===== src/rtl/mpsoc_axi4lite_ahb3_pkg.sv =====
// Shared encodings for the AXI4-Lite to AHB3-Lite bridge: AHB transfer
// types, burst and size codes, AXI response codes and the bridge FSM states.
package mpsoc_axi4lite_ahb3_pkg;

    localparam logic [1:0] HTRANS_IDLE   = 2'b00;
    localparam logic [1:0] HTRANS_NONSEQ = 2'b10;

    localparam logic [2:0] HBURST_SINGLE = 3'b000;

    localparam logic [2:0] HSIZE_BYTE  = 3'b000;
    localparam logic [2:0] HSIZE_HWORD = 3'b001;
    localparam logic [2:0] HSIZE_WORD  = 3'b010;
    localparam logic [2:0] HSIZE_DWORD = 3'b011;

    localparam logic [1:0] RESP_OKAY   = 2'b00;
    localparam logic [1:0] RESP_SLVERR = 2'b10;

    typedef enum logic [2:0] {
        IDLE,
        W_ADDR,
        W_DATA,
        W_RESP,
        R_ADDR,
        R_DATA,
        R_RESP
    } state_t;

endpackage


===== src/rtl/mpsoc_axi4lite_strb_decode.sv =====
// Maps an AXI write strobe onto a single AHB transfer. A strobe is usable
// only when its set bits are contiguous, their count is a power of two and
// the run starts on a multiple of that count; anything else is illegal.
module mpsoc_axi4lite_strb_decode
    import mpsoc_axi4lite_ahb3_pkg::*;
#(
    parameter int XLEN = 64
) (
    input  logic [XLEN/8-1:0]         strb,
    output logic                      legal,
    output logic [2:0]                size,
    output logic [$clog2(XLEN/8)-1:0] offset
);

    localparam int NB     = XLEN / 8;
    localparam int NB_LOG = $clog2(NB);

    typedef logic [NB-1:0]     strb_t;
    typedef logic [NB_LOG-1:0] off_t;

    // Compare the strobe against every naturally aligned power-of-two mask
    always_comb begin
        legal  = 1'b0;
        size   = HSIZE_BYTE;
        offset = '0;
        for (int s = 0; s <= NB_LOG; s++) begin
            for (int o = 0; o < NB; o++) begin
                if (((o % (1 << s)) == 0) &&
                    (strb == strb_t'(((1 << (1 << s)) - 1) << o))) begin
                    legal  = 1'b1;
                    size   = 3'(s);
                    offset = off_t'(o);
                end
            end
        end
    end

endmodule


===== src/rtl/mpsoc_axi4lite2ahb3_bridge.sv =====
// AXI4-Lite slave to AHB3-Lite master bridge. Each AXI read or write becomes
// one AHB SINGLE transfer; one transaction is in flight at a time and
// simultaneous read/write requests are granted alternately.
module mpsoc_axi4lite2ahb3_bridge
    import mpsoc_axi4lite_ahb3_pkg::*;
#(
    parameter int XLEN = 64,
    parameter int PLEN = 64
) (
    input  logic              HCLK,
    input  logic              HRESETn,

    input  logic [PLEN-1:0]   AWADDR,
    input  logic [2:0]        AWPROT,
    input  logic              AWVALID,
    output logic              AWREADY,

    input  logic [XLEN-1:0]   WDATA,
    input  logic [XLEN/8-1:0] WSTRB,
    input  logic              WVALID,
    output logic              WREADY,

    output logic [1:0]        BRESP,
    output logic              BVALID,
    input  logic              BREADY,

    input  logic [PLEN-1:0]   ARADDR,
    input  logic [2:0]        ARPROT,
    input  logic              ARVALID,
    output logic              ARREADY,

    output logic [XLEN-1:0]   RDATA,
    output logic [1:0]        RRESP,
    output logic              RVALID,
    input  logic              RREADY,

    output logic              HSEL,
    output logic [PLEN-1:0]   HADDR,
    output logic [XLEN-1:0]   HWDATA,
    input  logic [XLEN-1:0]   HRDATA,
    output logic              HWRITE,
    output logic [2:0]        HSIZE,
    output logic [2:0]        HBURST,
    output logic [3:0]        HPROT,
    output logic [1:0]        HTRANS,
    output logic              HMASTLOCK,
    input  logic              HREADY,
    input  logic              HRESP
);

    localparam int NB_LOG = $clog2(XLEN / 8);

    state_t              state;
    state_t              state_nxt;
    logic                last_wr;
    logic                wr_pend;
    logic                rd_pend;
    logic                grant_wr;
    logic                grant_rd;
    logic                strb_legal;
    logic [2:0]          strb_size;
    logic [NB_LOG-1:0]   strb_off;
    logic                unused_bits;

    mpsoc_axi4lite_strb_decode #(
        .XLEN (XLEN)
    ) u_strb_decode (
        .strb   (WSTRB),
        .legal  (strb_legal),
        .size   (strb_size),
        .offset (strb_off)
    );

    // A write needs both address and data; ties go to the side not served last
    assign wr_pend  = AWVALID & WVALID;
    assign rd_pend  = ARVALID;
    assign grant_wr = wr_pend & (~rd_pend | ~last_wr);
    assign grant_rd = rd_pend & (~wr_pend | last_wr);

    assign HBURST    = HBURST_SINGLE;
    assign HMASTLOCK = 1'b0;

    // Sub-word address bits and the instruction/data-agnostic PROT bit are not forwarded
    assign unused_bits = ^{AWADDR[NB_LOG-1:0], ARADDR[NB_LOG-1:0], AWPROT[1], ARPROT[1]};

    // State register
    always_ff @(posedge HCLK or negedge HRESETn) begin
        if (!HRESETn) state <= IDLE;
        else          state <= state_nxt;
    end

    // Next state plus handshake and AHB control outputs decoded from the state
    always_comb begin
        state_nxt = state;
        AWREADY   = 1'b0;
        WREADY    = 1'b0;
        ARREADY   = 1'b0;
        BVALID    = 1'b0;
        RVALID    = 1'b0;
        HSEL      = 1'b0;
        HTRANS    = HTRANS_IDLE;
        case (state)
            IDLE: begin
                if (grant_wr) begin
                    AWREADY   = 1'b1;
                    WREADY    = 1'b1;
                    state_nxt = strb_legal ? W_ADDR : W_RESP;
                end else if (grant_rd) begin
                    ARREADY   = 1'b1;
                    state_nxt = R_ADDR;
                end
            end
            W_ADDR: begin
                HSEL   = 1'b1;
                HTRANS = HTRANS_NONSEQ;
                if (HREADY) state_nxt = W_DATA;
            end
            W_DATA: begin
                if (HREADY) state_nxt = W_RESP;
            end
            W_RESP: begin
                BVALID = 1'b1;
                if (BREADY) state_nxt = IDLE;
            end
            R_ADDR: begin
                HSEL   = 1'b1;
                HTRANS = HTRANS_NONSEQ;
                if (HREADY) state_nxt = R_DATA;
            end
            R_DATA: begin
                if (HREADY) state_nxt = R_RESP;
            end
            R_RESP: begin
                RVALID = 1'b1;
                if (RREADY) state_nxt = IDLE;
            end
            default: state_nxt = IDLE;
        endcase
    end

    // Capture the accepted request and the AHB data-phase result
    always_ff @(posedge HCLK or negedge HRESETn) begin
        if (!HRESETn) begin
            HADDR   <= '0;
            HWDATA  <= '0;
            HWRITE  <= 1'b0;
            HSIZE   <= HSIZE_BYTE;
            HPROT   <= 4'b0011;
            BRESP   <= RESP_OKAY;
            RDATA   <= '0;
            RRESP   <= RESP_OKAY;
            last_wr <= 1'b0;
        end else begin
            if (AWREADY) begin
                last_wr <= 1'b1;
                BRESP   <= strb_legal ? RESP_OKAY : RESP_SLVERR;
                if (strb_legal) begin
                    HADDR  <= {AWADDR[PLEN-1:NB_LOG], strb_off};
                    HWDATA <= WDATA;
                    HWRITE <= 1'b1;
                    HSIZE  <= strb_size;
                    HPROT  <= {2'b00, AWPROT[0], ~AWPROT[2]};
                end
            end else if (ARREADY) begin
                last_wr <= 1'b0;
                HADDR   <= {ARADDR[PLEN-1:NB_LOG], {NB_LOG{1'b0}}};
                HWRITE  <= 1'b0;
                HSIZE   <= 3'(NB_LOG);
                HPROT   <= {2'b00, ARPROT[0], ~ARPROT[2]};
            end
            // HRESP only counts on the HREADY edge, which covers two-cycle error replies
            if (state == W_DATA && HREADY) begin
                BRESP <= HRESP ? RESP_SLVERR : RESP_OKAY;
            end
            if (state == R_DATA && HREADY) begin
                RDATA <= HRDATA;
                RRESP <= HRESP ? RESP_SLVERR : RESP_OKAY;
            end
        end
    end

endmodule


===== config.mk =====
export PLATFORM = sky130hd
export DESIGN_NAME = mpsoc_axi4lite2ahb3_bridge
export DESIGN_NICKNAME = d
export VERILOG_FILES = /design/src/rtl/mpsoc_axi4lite_ahb3_pkg.sv /design/src/rtl/mpsoc_axi4lite_strb_decode.sv /design/src/rtl/mpsoc_axi4lite2ahb3_bridge.sv
export SDC_FILE = /design/constraint.sdc
export NUM_CORES = 1
export LEC_CHECK = 0
export ABC_CLOCK_PERIOD_IN_PS = 2370
export BUFFER_PORTS_ARGS = -buffer_cell sky130_fd_sc_hd__buf_4
export CAP_MARGIN = 20
export CORE_AREA = 2 2 194 196
export CTS_CLUSTER_SIZE = 14
export DETAILED_ROUTE_END_ITERATION = 10
export DIE_AREA = 0 0 196 198
export PLACE_DENSITY = 0.47
export SLEW_MARGIN = 10
export SYNTH_ARGS = -nofsm -noshare
export SYNTH_HDL_FRONTEND = slang
export SYNTH_HIERARCHICAL = 1
export SYNTH_SLANG_ARGS = --single-unit

===== constraint.sdc =====
create_clock -name HCLK -period 2.37 [get_ports HCLK]
set_input_delay 0 -clock HCLK [delete_from_list [all_inputs] [get_ports HCLK]]
set_output_delay 0 -clock HCLK [all_outputs]
set_load 0.05 [all_outputs]

==> results by group, run 1 <==
CTS
  – TritonCTS clock tree: built
  – Clock sink total: 204
  – Root cell of the clock tree: clkbuf_16
  – Number of clock buffers inserted by TritonCTS: 24
  – Number of buffers between clock root and the deepest sink: 3
  – Clock-pin slew of the registers on the worst-case setup and hold paths: 0.06 ns
  – Maximum level of the CTS H-tree: 1
  – Insertion delay to the later sink of the worst-skew pair: 0.52 ns

Global route
  – Total gr overflow: 0
  – Vias in the first global route: 8274
  – Number of antenna violations at the first check in global routing: 3
  – Maximum number of pins on one net before global-route repair: 72
  – GR Util All Layers: 14.86%
  – Wire length of the first global-routing pass: 45.92 mm

Placement
  – Gpl congestion: 0.7265
  – Placed Cells: 1555
  – HPWL after detailed placement: 21.83 mm
  – Number of buffer cells added on primary ports: 477

Floorplanning
  – Number of placement rows: 71
  – Core region area: 36960 sq um
  – Overall die height: 198 um
  – Width of the chip: 196 um
  – Die area: 38810 sq um
  – Initial core utilization: 24.35%
  – Top-level I/O count: 495

STA
  – Share of the cycle needed by the critical path after routing: 97.78%
  – Slew of the pin with the lowest slew margin: 0.6524 ns
  – Final hold violations: 0
  – Timing-limited maximum frequency: 0.4315 GHz
  – Total of endpoints with negative setup slack in the final report: 0
  – Worst rel slew slack: 56.51%
  – Fin crit period: 2.317 ns
  – Worst clock skew: 0.006234 ns
  – Post-route worst hold slack: 0.03595 ns
  – Final Max Tran Viols: 0

Drt
  – Wire length per cell: 16.42 um
  – Total number of vias: 7805
  – Remaining antenna violation count: 0
  – DR pass1 iterations: 4
  – Via/cell ratio: 4.165
  – Post-detailed-route DRC marker count: 0
  – Detailed Route Iter0 Violations: 163
  – Total wire length after detailed routing: 30.78 mm

Status
  – Status: completed

Critical path
  – Required time worst endpoint: 2.78 ns
  – FF-to-FF Start: last_wr
  – Bufs and invs on worst path: 3
  – Start point of the critical path: last_wr
  – Max stage delay cell, worst path: dlygate4sd3_1
  – Peak per-stage delay on the critical path: 0.57 ns
  – Kind of capture point of the worst setup path: register
  – Crit-path most repeated cell: mux2_2
  – Family with the most delay on the worst path: buffers and inverters
  – CP arrival: 2.72 ns
  – Maximum fanout along the worst path: 15
  – Setup slack, reg-to-reg: 0.05 ns
  – Worst-case reg-to-reg path depth: 6
  – Series of cell instances along the critical path: a21oi_4 > buf_12 > buf_6 > mux2_2 > dlygate4sd3_1 > mux2_2
  – Category of the worst setup path launch point: register
  – WS Path Type: reg -> reg
  – Endpoint of the most critical register-to-register path: HADDR[63]

Yosys
  – Count of flip-flops with a built-in enable after synthesis: 0
  – Number of synthesis warnings: 6
  – Most used DFF post-synth: dfrtp_1
  – Post-synthesis instance area: 9000 sq um
  – Mean Syn Cell Area: 14.61 sq um
  – Register area share after synthesis: 56.75%
  – Register bit count reported by yosys: 204
  – Count of different cell masters after synthesis: 47
  – Synth async-reset ratio: 100.0%
  – Mapped Cells: 616

Layout
  – Growth of design area from synthesis to finish: 87.13%
  – Fraction of layout instances using a drive strength above 1: 55.54%
  – Number of nets in the finished design: 1661
  – Post-route insts no fill: 1874

Power and ir drop
  – Peak supply drop: 0.8834 mV
  – Power Density: 1211 nW/um^2
  – Leakage power: 8.047 nW

Run
  – Number of violations of the max-capacitance limit: 0

Worst hold path
  – Tightest Hold Check Type: in -> async
-- cell usage in the layout (no fill, tap or decap), types with 4 or more instances in the layout --
| cell type | Yosys | final |
|---|---|---|
| buf_4 | 17 | 491 |
| dlygate4sd3_1 | 0 | 271 |
| mux2_2 | 209 | 209 |
| dfrtp_1 | 202 | 202 |
| mux2_1 | 37 | 37 |
| clkbuf_16 | 0 | 27 |
| nand2_1 | 19 | 18 |
| buf_12 | 0 | 14 |
| nor2_1 | 11 | 11 |
| a21oi_1 | 11 | 10 |
| conb_1 | 2 | 10 |
| mux2_4 | 8 | 8 |
| nand3_1 | 8 | 8 |
| clkbuf_8 | 0 | 8 |
| o21ai_0 | 6 | 6 |
| clkbuf_1 | 6 | 6 |
| inv_1 | 4 | 4 |
| a22o_1 | 4 | 4 |
| o22ai_1 | 4 | 4 |
-- cell type report --
cell class              count  area [sq um]
diodes                      1         2.502
flip-flops and latches    204          5107
clock buffers              38         744.5
fillers                  3329         20110
well taps                 474         593.1
repair buffers            780          6754
multi-input cells         368          3572
inverters                   4         15.01
clock inverters             5         52.55
-- sequential cells by signal, summed over array words and instances, names as in the netlist --
| signal | cells |
|---|---|
| HADDR | 64 |
| HWDATA | 64 |
| RDATA | 64 |
| HSIZE | 3 |
| state | 3 |
| HPROT | 2 |
| BRESP | 1 |
| HWRITE | 1 |
| RRESP | 1 |
| last_wr | 1 |
-- cell families after synthesis --
logic type / share of synthesized area [%]
compound gates: 2.975
xor+xnor: 0.2920
buf+inv: 4.129
flops: 56.75
mux: 32.34
other cells: 0.08345
simple gates: 3.434
-- through the flow --
| step | cell area, sq um | total power (W) | setup TNS, ns | setup slack, ns | util (%) |
|---|---|---|---|---|---|
| finish | 16840 | 0.02040 | 0 | 0.05263 | 45.57 |
| global route | 16840 | 0.02136 | -0.02397 | -0.01874 | 45.57 |
| CTS | 16750 | 0.02062 | 0 | 0.0001579 | 45.34 |
| detailed placement | 13250 | 0.01634 | 0 | 0.1148 | 35.84 |
| global placement | 13250 | 0.01628 | 0 | 0.1424 | 35.84 |
| floorplan | 9030 | 0.01272 | 0 | 0.3307 | - |
-- how the worst max path moves through the flow --
stage | end | slack, ns | cells after the start
floorplan | HADDR[35] | 0.33 | 11
global placement | HADDR[50] | 0.14 | 10
detailed placement | HADDR[48] | 0.11 | 10
CTS | HADDR[35] | 0.0002 | 5
global route | HADDR[63] | -0.02 | 6
finish | HADDR[63] | 0.05 | 6
-- cell usage after synthesis, types with 2 or more instances --
library cell,instances,area share (%)
o22a_1,2,0.19
o21ai_0,6,0.33
dfstp_2,2,0.58
nand4_1,2,0.14
a22o_1,4,0.39
clkbuf_1,6,0.25
nand3b_1,2,0.17
nand3_1,8,0.44
mux2_1,37,4.6
a31oi_1,3,0.21
nor2_1,11,0.46
buf_6,13,1.6
a21oi_1,11,0.61
xnor2_1,2,0.19
inv_1,4,0.17
o22ai_1,4,0.28
nand2_1,19,0.79
buf_4,17,1.4
mux2_4,8,1.3
mux2_2,209,26
mux2i_1,2,0.22
nor3_1,3,0.17
dfrtp_1,202,56
nor4_1,2,0.14
conb_1,2,0.083
buf_2,12,0.67
o21ai_1,2,0.11
or2_1,2,0.14
-- repair_timing --
item                                    in CTS  in global routing
hold buffers                               271                  0
gates resized for setup                      0                  1
endpoints found under the setup margin       0                 41
setup buffers                                0                  1
endpoints found under the hold margin      302                  0
-- layer usage --
metal	up-vias	GRT usage (%)	wire length (um)
li1	3714	-	-
met1	3713	16.96	12050
met2	331	26.58	15400
met3	43	4.752	2681
met4	4	4.349	609
met5	-	0	33
-- power breakdown --
part / switching (W) / internal, W / total, W
combinational: 0.00703 / 0.00400 / 0.0110
clock: 0.00147 / 0.00225 / 0.00372
sequential: 0.000740 / 0.00490 / 0.00564
Note: power is estimated with default switching activity, not from simulation.
==> run 2: changes to the inputs <==
--- a/config.mk
+++ b/config.mk
@@ -13,6 +13,7 @@
 export DETAILED_ROUTE_END_ITERATION = 10
 export DIE_AREA = 0 0 196 198
 export PLACE_DENSITY = 0.47
+export RECOVER_POWER = 25
 export SLEW_MARGIN = 10
 export SYNTH_ARGS = -nofsm -noshare
 export SYNTH_HDL_FRONTEND = slang
==> results by group, run 2 (same netlist as run 1, synthesis figures left out) <==
Drt
  – Remaining antenna violation count: 0 (unchanged)
  – Via/cell ratio: 4.159 (was 4.165)
  – Wire length per cell: 16.43 um (was 16.42 um)
  – DR pass1 iterations: 4 (unchanged)
  – Detailed Route Iter0 Violations: 176 (was 163)
  – Total number of vias: 7794 (was 7805)
  – Total wire length after detailed routing: 30.79 mm (was 30.78 mm)
  – Post-detailed-route DRC marker count: 0 (unchanged)

Global route
  – Wire length of the first global-routing pass: 45.92 mm (unchanged)
  – GR Util All Layers: 14.86% (unchanged)
  – Total gr overflow: 0 (unchanged)
  – Vias in the first global route: 8274 (unchanged)
  – Number of antenna violations at the first check in global routing: 3 (unchanged)
  – Maximum number of pins on one net before global-route repair: 72 (unchanged)

Layout
  – Growth of design area from synthesis to finish: 86.82% (was 87.13%)
  – Fraction of layout instances using a drive strength above 1: 55.54% (unchanged)
  – Number of nets in the finished design: 1661 (unchanged)
  – Final design area excluding fillers: 16810 sq um (was 16840 sq um)
  – Registers with the most flip-flops: HADDR x64, HWDATA x64, RDATA x64 (unchanged)
  – Most frequent standard cell in the layout excluding fill and tap cells: buf_4 (unchanged)
  – Fillers: 3338 (was 3329)
  – Post-route insts no fill: 1874 (unchanged)
  – Highest-count cells in the layout ignoring fill and taps: buf_4, dlygate4sd3_1, mux2_2 (unchanged)

Placement
  – Number of buffer cells added on primary ports: 477 (unchanged)
  – Area after DPL: 13250 sq um (unchanged)
  – Gpl congestion: 0.7265 (unchanged)
  – HPWL after detailed placement: 21.83 mm (unchanged)
  – Placed Cells: 1555 (unchanged)

Power and ir drop
  – Power Density: 1213 nW/um^2 (was 1211 nW/um^2)
  – Leakage power: 8.038 nW (was 8.047 nW)
  – Peak supply drop: 0.8834 mV (about the same)

Critical path
  – Peak per-stage delay on the critical path: 0.57 ns (about the same)
  – Required time worst endpoint: 2.78 ns (about the same)
  – CP Depth: 6 (unchanged)
  – CP arrival: 2.72 ns (about the same)
  – Category of the worst setup path launch point: register (unchanged)
  – Maximum fanout along the worst path: 15 (unchanged)
  – Crit-path most repeated cell: mux2_2 (unchanged)
  – Kind of capture point of the worst setup path: register (unchanged)
  – Worst-case reg-to-reg path depth: 6 (unchanged)
  – Setup slack, reg-to-reg: 0.05 ns (about the same)
  – Bufs and invs on worst path: 3 (unchanged)
  – FF-to-FF Start: last_wr (unchanged)
  – Start point of the critical path: last_wr (unchanged)
  – Endpoint of the most critical register-to-register path: HADDR[63] (unchanged)
  – Series of cell instances along the critical path: a21oi_4 > buf_12 > buf_6 > mux2_2 > dlygate4sd3_1 > mux2_2 (unchanged)
  – End point of the critical path: HADDR[63] (unchanged)
  – WS Path Type: reg -> reg (unchanged)
  – Family with the most delay on the worst path: buffers and inverters (unchanged)
  – Max stage delay cell, worst path: dlygate4sd3_1 (unchanged)

STA
  – Timing-limited maximum frequency: 0.4318 GHz (was 0.4315 GHz)
  – Share of the cycle needed by the critical path after routing: 97.71% (was 97.78%)
  – Total of endpoints with negative setup slack in the final report: 0 (unchanged)
  – Worst clock skew: 0.006223 ns (was 0.006234 ns)
  – Final hold violations: 0 (unchanged)
  – Worst rel slew slack: -29.54% (was 56.51%)
  – Fin crit period: 2.316 ns (was 2.317 ns)
  – Final Max Tran Viols: 72 (was 0)
  – Slew of the pin with the lowest slew margin: 1.943 ns (was 0.6524 ns)

CTS
  – Number of clock buffers inserted by TritonCTS: 24 (unchanged)
  – Insertion delay to the later sink of the worst-skew pair: 0.52 ns (about the same)
  – Maximum level of the CTS H-tree: 1 (unchanged)
  – Root cell of the clock tree: clkbuf_16 (unchanged)
  – Clock-pin slew of the registers on the worst-case setup and hold paths: 0.06 ns (about the same)
  – Clock sink total: 204 (unchanged)
  – TritonCTS clock tree: built (unchanged)
  – Number of buffers between clock root and the deepest sink: 3 (unchanged)

Floorplanning
  – Core region area: 36960 sq um (unchanged)
  – Initial core utilization: 24.35% (unchanged)
  – Width of the chip: 196 um (unchanged)
  – Top-level I/O count: 495 (unchanged)
  – Overall die height: 198 um (unchanged)
  – Die area: 38810 sq um (unchanged)
  – Number of placement rows: 71 (unchanged)

Run
  – Number of violations of the max-capacitance limit: 1 (was 0)

Status
  – Failing checks: max-capacitance violations, max-slew violations
  – Status: finished, violations left (was completed)

Worst hold path
  – Tightest Hold Check Type: in -> reg (was in -> async)
==> run 2: routing by layer <==
layer / up-vias / wire length, um / GRT usage, %
met5: - / 33 / 0
met4: 4 / 614 / 4.349
met3: 43 / 2650 / 4.752
met2: 329 / 15430 / 26.58
met1: 3701 / 12070 / 16.96
li1: 3717 / - / -
==> run 2: per-stage QoR <==
step	hold slack (ns)	util [%]	power, W	setup WS (ns)	TNS, ns
after CTS	0.004102	45.34	0.02062	0.0001579	0
after global placement	0.06677	35.84	0.01628	0.1424	0
after floorplan	-0.2956	-	0.01272	0.3307	0
final	0.04982	45.50	0.02040	0.05434	0
after detailed placement	0.06972	35.84	0.01634	0.1148	0
after global routing	0.03129	45.50	0.02136	-0.01874	-0.02397
==> run 2: worst min-delay path by stage <==
stage | to | slack [ns] | depth (start not counted) | from
2_1_floorplan | BRESP[1] | -0.30 | 0 | HRESETn
3_3_place_gp | HWDATA[21] | 0.07 | 1 | HRESETn
3_5_place_dp | HWDATA[21] | 0.07 | 1 | HRESETn
4_1_cts | HADDR[2] | 0.004 | 4 | WSTRB[0]
5_1_grt | HADDR[2] | 0.03 | 4 | WSTRB[2]
6_report | HADDR[0] | 0.05 | 5 | WSTRB[0]
==> run 2: final cells by class <==
cell class,count,area [sq um],share of cell area (%)
Antenna cell,1,2.502,0.01488
Timing Repair Buffer,780,6726,40.01
Inverter,4,15.01,0.08930
Sequential cell,204,5107,30.38
Multi-Input combinational cell,368,3572,21.25
Clock inverter,5,52.55,0.3125
Tap cell,474,593.1,3.527
Clock buffer,38,744.5,4.428
==> run 2: tightest hold or removal path, delay by kind of cell <==
family	cells	cell delay, ns
buf+inv	1	0.12
simple gates	1	0.05
compound gates	3	0.36
==> run 2: repair_timing <==
| action | CTS | global route |
|---|---|---|
| hold endpoints to repair | 302 | 0 |
| setup endpoints to repair | 0 | 41 |
| gates resized for setup | 0 | 1 |
| setup buffers | 0 | 1 |
| hold buffers | 271 | 0 |
==> run 2: report_power, final <==
part / internal [W] / switching (W)
registers: 0.00490 / 0.000744
clock network: 0.00225 / 0.00147
logic: 0.00400 / 0.00703
==> run 3: changes to the inputs <==
--- a/config.mk
+++ b/config.mk
@@ -5,14 +5,15 @@
 export SDC_FILE = /design/constraint.sdc
 export NUM_CORES = 1
 export LEC_CHECK = 0
+export ABC_AREA = 1
 export ABC_CLOCK_PERIOD_IN_PS = 2370
 export BUFFER_PORTS_ARGS = -buffer_cell sky130_fd_sc_hd__buf_4
 export CAP_MARGIN = 20
-export CORE_AREA = 2 2 194 196
+export CORE_AREA = 2 2 191 193
 export CTS_CLUSTER_SIZE = 14
 export DETAILED_ROUTE_END_ITERATION = 10
-export DIE_AREA = 0 0 196 198
-export PLACE_DENSITY = 0.47
+export DIE_AREA = 0 0 193 195
+export PLACE_DENSITY = 0.49
 export RECOVER_POWER = 25
 export SLEW_MARGIN = 10
 export SYNTH_ARGS = -nofsm -noshare
==> results by group, run 3 <==
Drt
  – Via/cell ratio: 4.210 (was 4.159)
  – Post-detailed-route DRC marker count: 0 (unchanged)
  – Wire length per cell: 14.45 um (was 16.43 um)
  – Remaining antenna violation count: 0 (unchanged)
  – DR pass1 iterations: 4 (unchanged)
  – Detailed Route Iter0 Violations: 350 (was 176)
  – Total number of vias: 10150 (was 7794)
  – Total wire length after detailed routing: 34.82 mm (was 30.79 mm)

STA
  – Setup TNS: 0 ns (unchanged)
  – Slew of the pin with the lowest slew margin: 1.421 ns (was 1.943 ns)
  – Worst rel slew slack: 5.261% (was -29.54%)
  – Fin crit period: 2.226 ns (was 2.316 ns)
  – Timing-limited maximum frequency: 0.4491 GHz (was 0.4318 GHz)
  – Final hold violations: 0 (unchanged)
  – Post-route worst hold slack: 0.01689 ns (was 0.04982 ns)
  – Worst clock skew: 0.006351 ns (was 0.006223 ns)
  – Final Max Tran Viols: 0 (was 72)
  – Share of the cycle needed by the critical path after routing: 93.94% (was 97.71%)
  – Minimum setup slack in the final design: 0.1436 ns (was 0.05434 ns)
  – Unrepaired setup endpoints after global routing: no
  – Total of endpoints with negative setup slack in the final report: 0 (unchanged)

Critical path
  – Bufs and invs on worst path: 2 (was 3)
  – Setup slack, reg-to-reg: 0.14 ns (was 0.05 ns)
  – WS Path Type: reg -> reg (unchanged)
  – Endpoint of the most critical register-to-register path: HADDR[19] (was HADDR[63])
  – Series of cell instances along the critical path: nand2_1 > nand3_1 > nor2_4 > buf_12 > nand2_1 > nand2_1 > dlygate4sd3_1 > nand2_1 > nand2_1 (was a21oi_4 > buf_12 > buf_6 > mux2_2 > dlygate4sd3_1 > mux2_2)
  – Category of the worst setup path launch point: register (unchanged)
  – Crit-path most repeated cell: nand2_1 (was mux2_2)
  – Kind of capture point of the worst setup path: register (unchanged)
  – Peak per-stage delay on the critical path: 0.57 ns (about the same)
  – Required time worst endpoint: 2.83 ns (was 2.78 ns)
  – Max stage delay cell, worst path: dlygate4sd3_1 (unchanged)
  – Family with the most delay on the worst path: simple AND/OR/NAND/NOR gates (was buffers and inverters)
  – CP arrival: 2.68 ns (was 2.72 ns)
  – FF-to-FF Start: last_wr (unchanged)
  – Worst-case reg-to-reg path depth: 9 (was 6)
  – Maximum fanout along the worst path: 67 (was 15)

Yosys
  – Count of flip-flops with a built-in enable after synthesis: 0 (unchanged)
  – Mapped Cells: 1207 (was 616)
  – Synth async-reset ratio: 100.0% (unchanged)
  – Register area share after synthesis: 55.09% (was 56.75%)
  – Mean Syn Cell Area: 7.681 sq um (was 14.61 sq um)
  – Most frequently used cell type in the post-synthesis netlist: nand2_1 (was mux2_2)
  – Register bit count reported by yosys: 204 (unchanged)
  – Post-synthesis instance area: 9271 sq um (was 9000 sq um)
  – Count of different cell masters after synthesis: 24 (was 47)
  – Leading post-synthesis cells by instance count: nand2_1, dfrtp_1, inv_1 (was mux2_2, dfrtp_1, mux2_1)
  – Number of synthesis warnings: 6 (unchanged)
  – Cell types occupying the most area after synthesis: dfrtp_1, nand2_1, nand3_1 (was dfrtp_1, mux2_2, mux2_1)
  – Area leader, netlist: dfrtp_1 (unchanged)
  – Most used DFF post-synth: dfrtp_1 (unchanged)
  – Area share of the largest cell type after synthesis: 54.52% (was 56.17%)

Layout
  – Area of combinational cells with multiple inputs: 3458 sq um (was 3572 sq um)
  – Number of nets in the finished design: 2210 (was 1661)
  – Fraction of layout instances using a drive strength above 1: 28.94% (was 55.54%)
  – Area taken by flip-flops and latches: 5109 sq um (was 5107 sq um)
  – Ant. Diodes: 0 (was 1)
  – Highest-count cells in the layout ignoring fill and taps: nand2_1, buf_4, dlygate4sd3_1 (was buf_4, dlygate4sd3_1, mux2_2)
  – Most frequent standard cell in the layout excluding fill and tap cells: nand2_1 (was buf_4)
  – Registers with the most flip-flops: HADDR x64, HWDATA x64, RDATA x64 (unchanged)
  – Growth of design area from synthesis to finish: 82.05% (was 86.82%)
  – Post-route insts no fill: 2410 (was 1874)
  – Fillers: 3474 (was 3338)

Power and ir drop
  – Power Density: 1231 nW/um^2 (was 1213 nW/um^2)
  – Leakage power: 9.376 nW (was 8.038 nW)
  – Peak supply drop: 0.7676 mV (was 0.8834 mV)

Worst hold path
  – Hold endpoint: state[2] (was HADDR[0])
  – Tightest Hold Check Type: in -> reg (unchanged)
  – Startpoint of the most critical hold path: RREADY (was WSTRB[0])
  – Min-Delay Path Depth: 7 (was 5)

Placement
  – HPWL after detailed placement: 23.91 mm (was 21.83 mm)
  – Gpl congestion: 0.7827 (was 0.7265)
  – Placed Cells: 2096 (was 1555)
  – Number of buffer cells added on primary ports: 477 (unchanged)
  – Worst setup timing slack at the placement stage: 0.5279 ns (was 0.1148 ns)

CTS
  – Number of clock buffers inserted by TritonCTS: 25 (was 24)
  – Setup bufs post-CTS: 0 (unchanged)
  – Clock sink total: 204 (unchanged)
  – Maximum level of the CTS H-tree: 1 (unchanged)
  – Insertion delay to the later sink of the worst-skew pair: 0.52 ns (about the same)
  – TritonCTS clock tree: built (unchanged)
  – Clock-pin slew of the registers on the worst-case setup and hold paths: 0.06 ns (about the same)
  – Number of buffers between clock root and the deepest sink: 3 (unchanged)
  – Root cell of the clock tree: clkbuf_16 (unchanged)

Global route
  – Number of antenna violations at the first check in global routing: 0 (was 3)
  – Wire length of the first global-routing pass: 54.39 mm (was 45.92 mm)
  – Vias in the first global route: 10450 (was 8274)
  – Maximum number of pins on one net before global-route repair: 99 (was 72)
  – GR Util All Layers: 17.97% (was 14.86%)
  – Total gr overflow: 0 (unchanged)

Floorplanning
  – Initial core utilization: 26.19% (was 24.35%)
  – Overall die height: 195 um (was 198 um)
  – Top-level I/O count: 495 (unchanged)
  – Number of placement rows: 69 (was 71)
  – Die area: 37640 sq um (was 38810 sq um)
  – Width of the chip: 193 um (was 196 um)
  – Core region area: 35400 sq um (was 36960 sq um)

Status
  – Status: completed (was finished, violations left)

Run
  – Number of violations of the max-capacitance limit: 0 (was 1)
-- run 3: cell count changes after synthesis, sizes merged, moves of 11 or more --
cell    previous run  this run
mux2             254         0
nand3              9        84
a21oi             13         2
o21ai              9        69
nor2              12        41
clkbuf             6        30
inv                4        93
nand2             19       630
-- run 3: report_power, final --
part	internal, W	switching (W)
Sequential	0.00490	0.000839
Combinational	0.00349	0.00758
Clock	0.00244	0.00152
-- run 3: kinds of logic (layout without fill, tap and decap cells) --
group / after synthesis / count (layout) / share of synthesized area [%]
compound gates: 72 / 72 / 3.968
other cells: 2 / 10 / 0.08100
flops: 204 / 204 / 55.09
buf+inv: 170 / 904 / 8.367
simple gates: 759 / 759 / 32.50
-- run 3: how the worst max path moves through the flow --
stage	startpoint	end	slack, ns	cells after the start
floorplan	state[0]	HTRANS[1]	0.15	5
global placement	state[2]	HADDR[23]	0.56	7
detailed placement	state[2]	HADDR[24]	0.53	7
CTS	state[0]	HADDR[26]	0.05	10
global route	WSTRB[3]	HADDR[0]	0.004	14
finish	last_wr	HADDR[19]	0.14	9
-- run 3: cell type report --
type | count | share of cell area, %
flip-flops and latches | 204 | 30.27
repair buffers | 766 | 38.64
multi-input cells | 841 | 20.49
well taps | 461 | 3.417
inverters | 93 | 2.068
clock inverters | 4 | 0.2891
clock buffers | 41 | 4.833
-- run 3: repair_timing --
action	CTS	global route
endpoints found under the setup margin	0	52
resized for setup	0	6
hold buffers	269	0
endpoints found under the hold margin	292	0
-- run 3: worst register-to-register path, delay by kind of cell (launching register included) --
family                 cells  cell delay [ns]
AND/OR/NAND/NOR            7             0.94
buffers and inverters      2             0.84
flip-flops                 1             0.39
-- run 3: metal layers --
layer | routed length (um) | vias up | global-route usage [%]
li1 | - | 5097 | -
met1 | 13610 | 4634 | 20.44
met2 | 16970 | 351 | 31.94
met3 | 3298 | 63 | 5.823
met4 | 943 | 0 | 5.107
met5 | 0 | - | 0
-- run 3: metrics by stage --
step | power, W | utilization [%] | area, sq um
finish | 0.02077 | 47.68 | 16880
global route | 0.02199 | 47.68 | 16880
floorplan | 0.01268 | - | 9301
global placement | 0.01629 | 37.67 | 13340
CTS | 0.02098 | 47.72 | 16890
detailed placement | 0.01635 | 37.67 | 13340
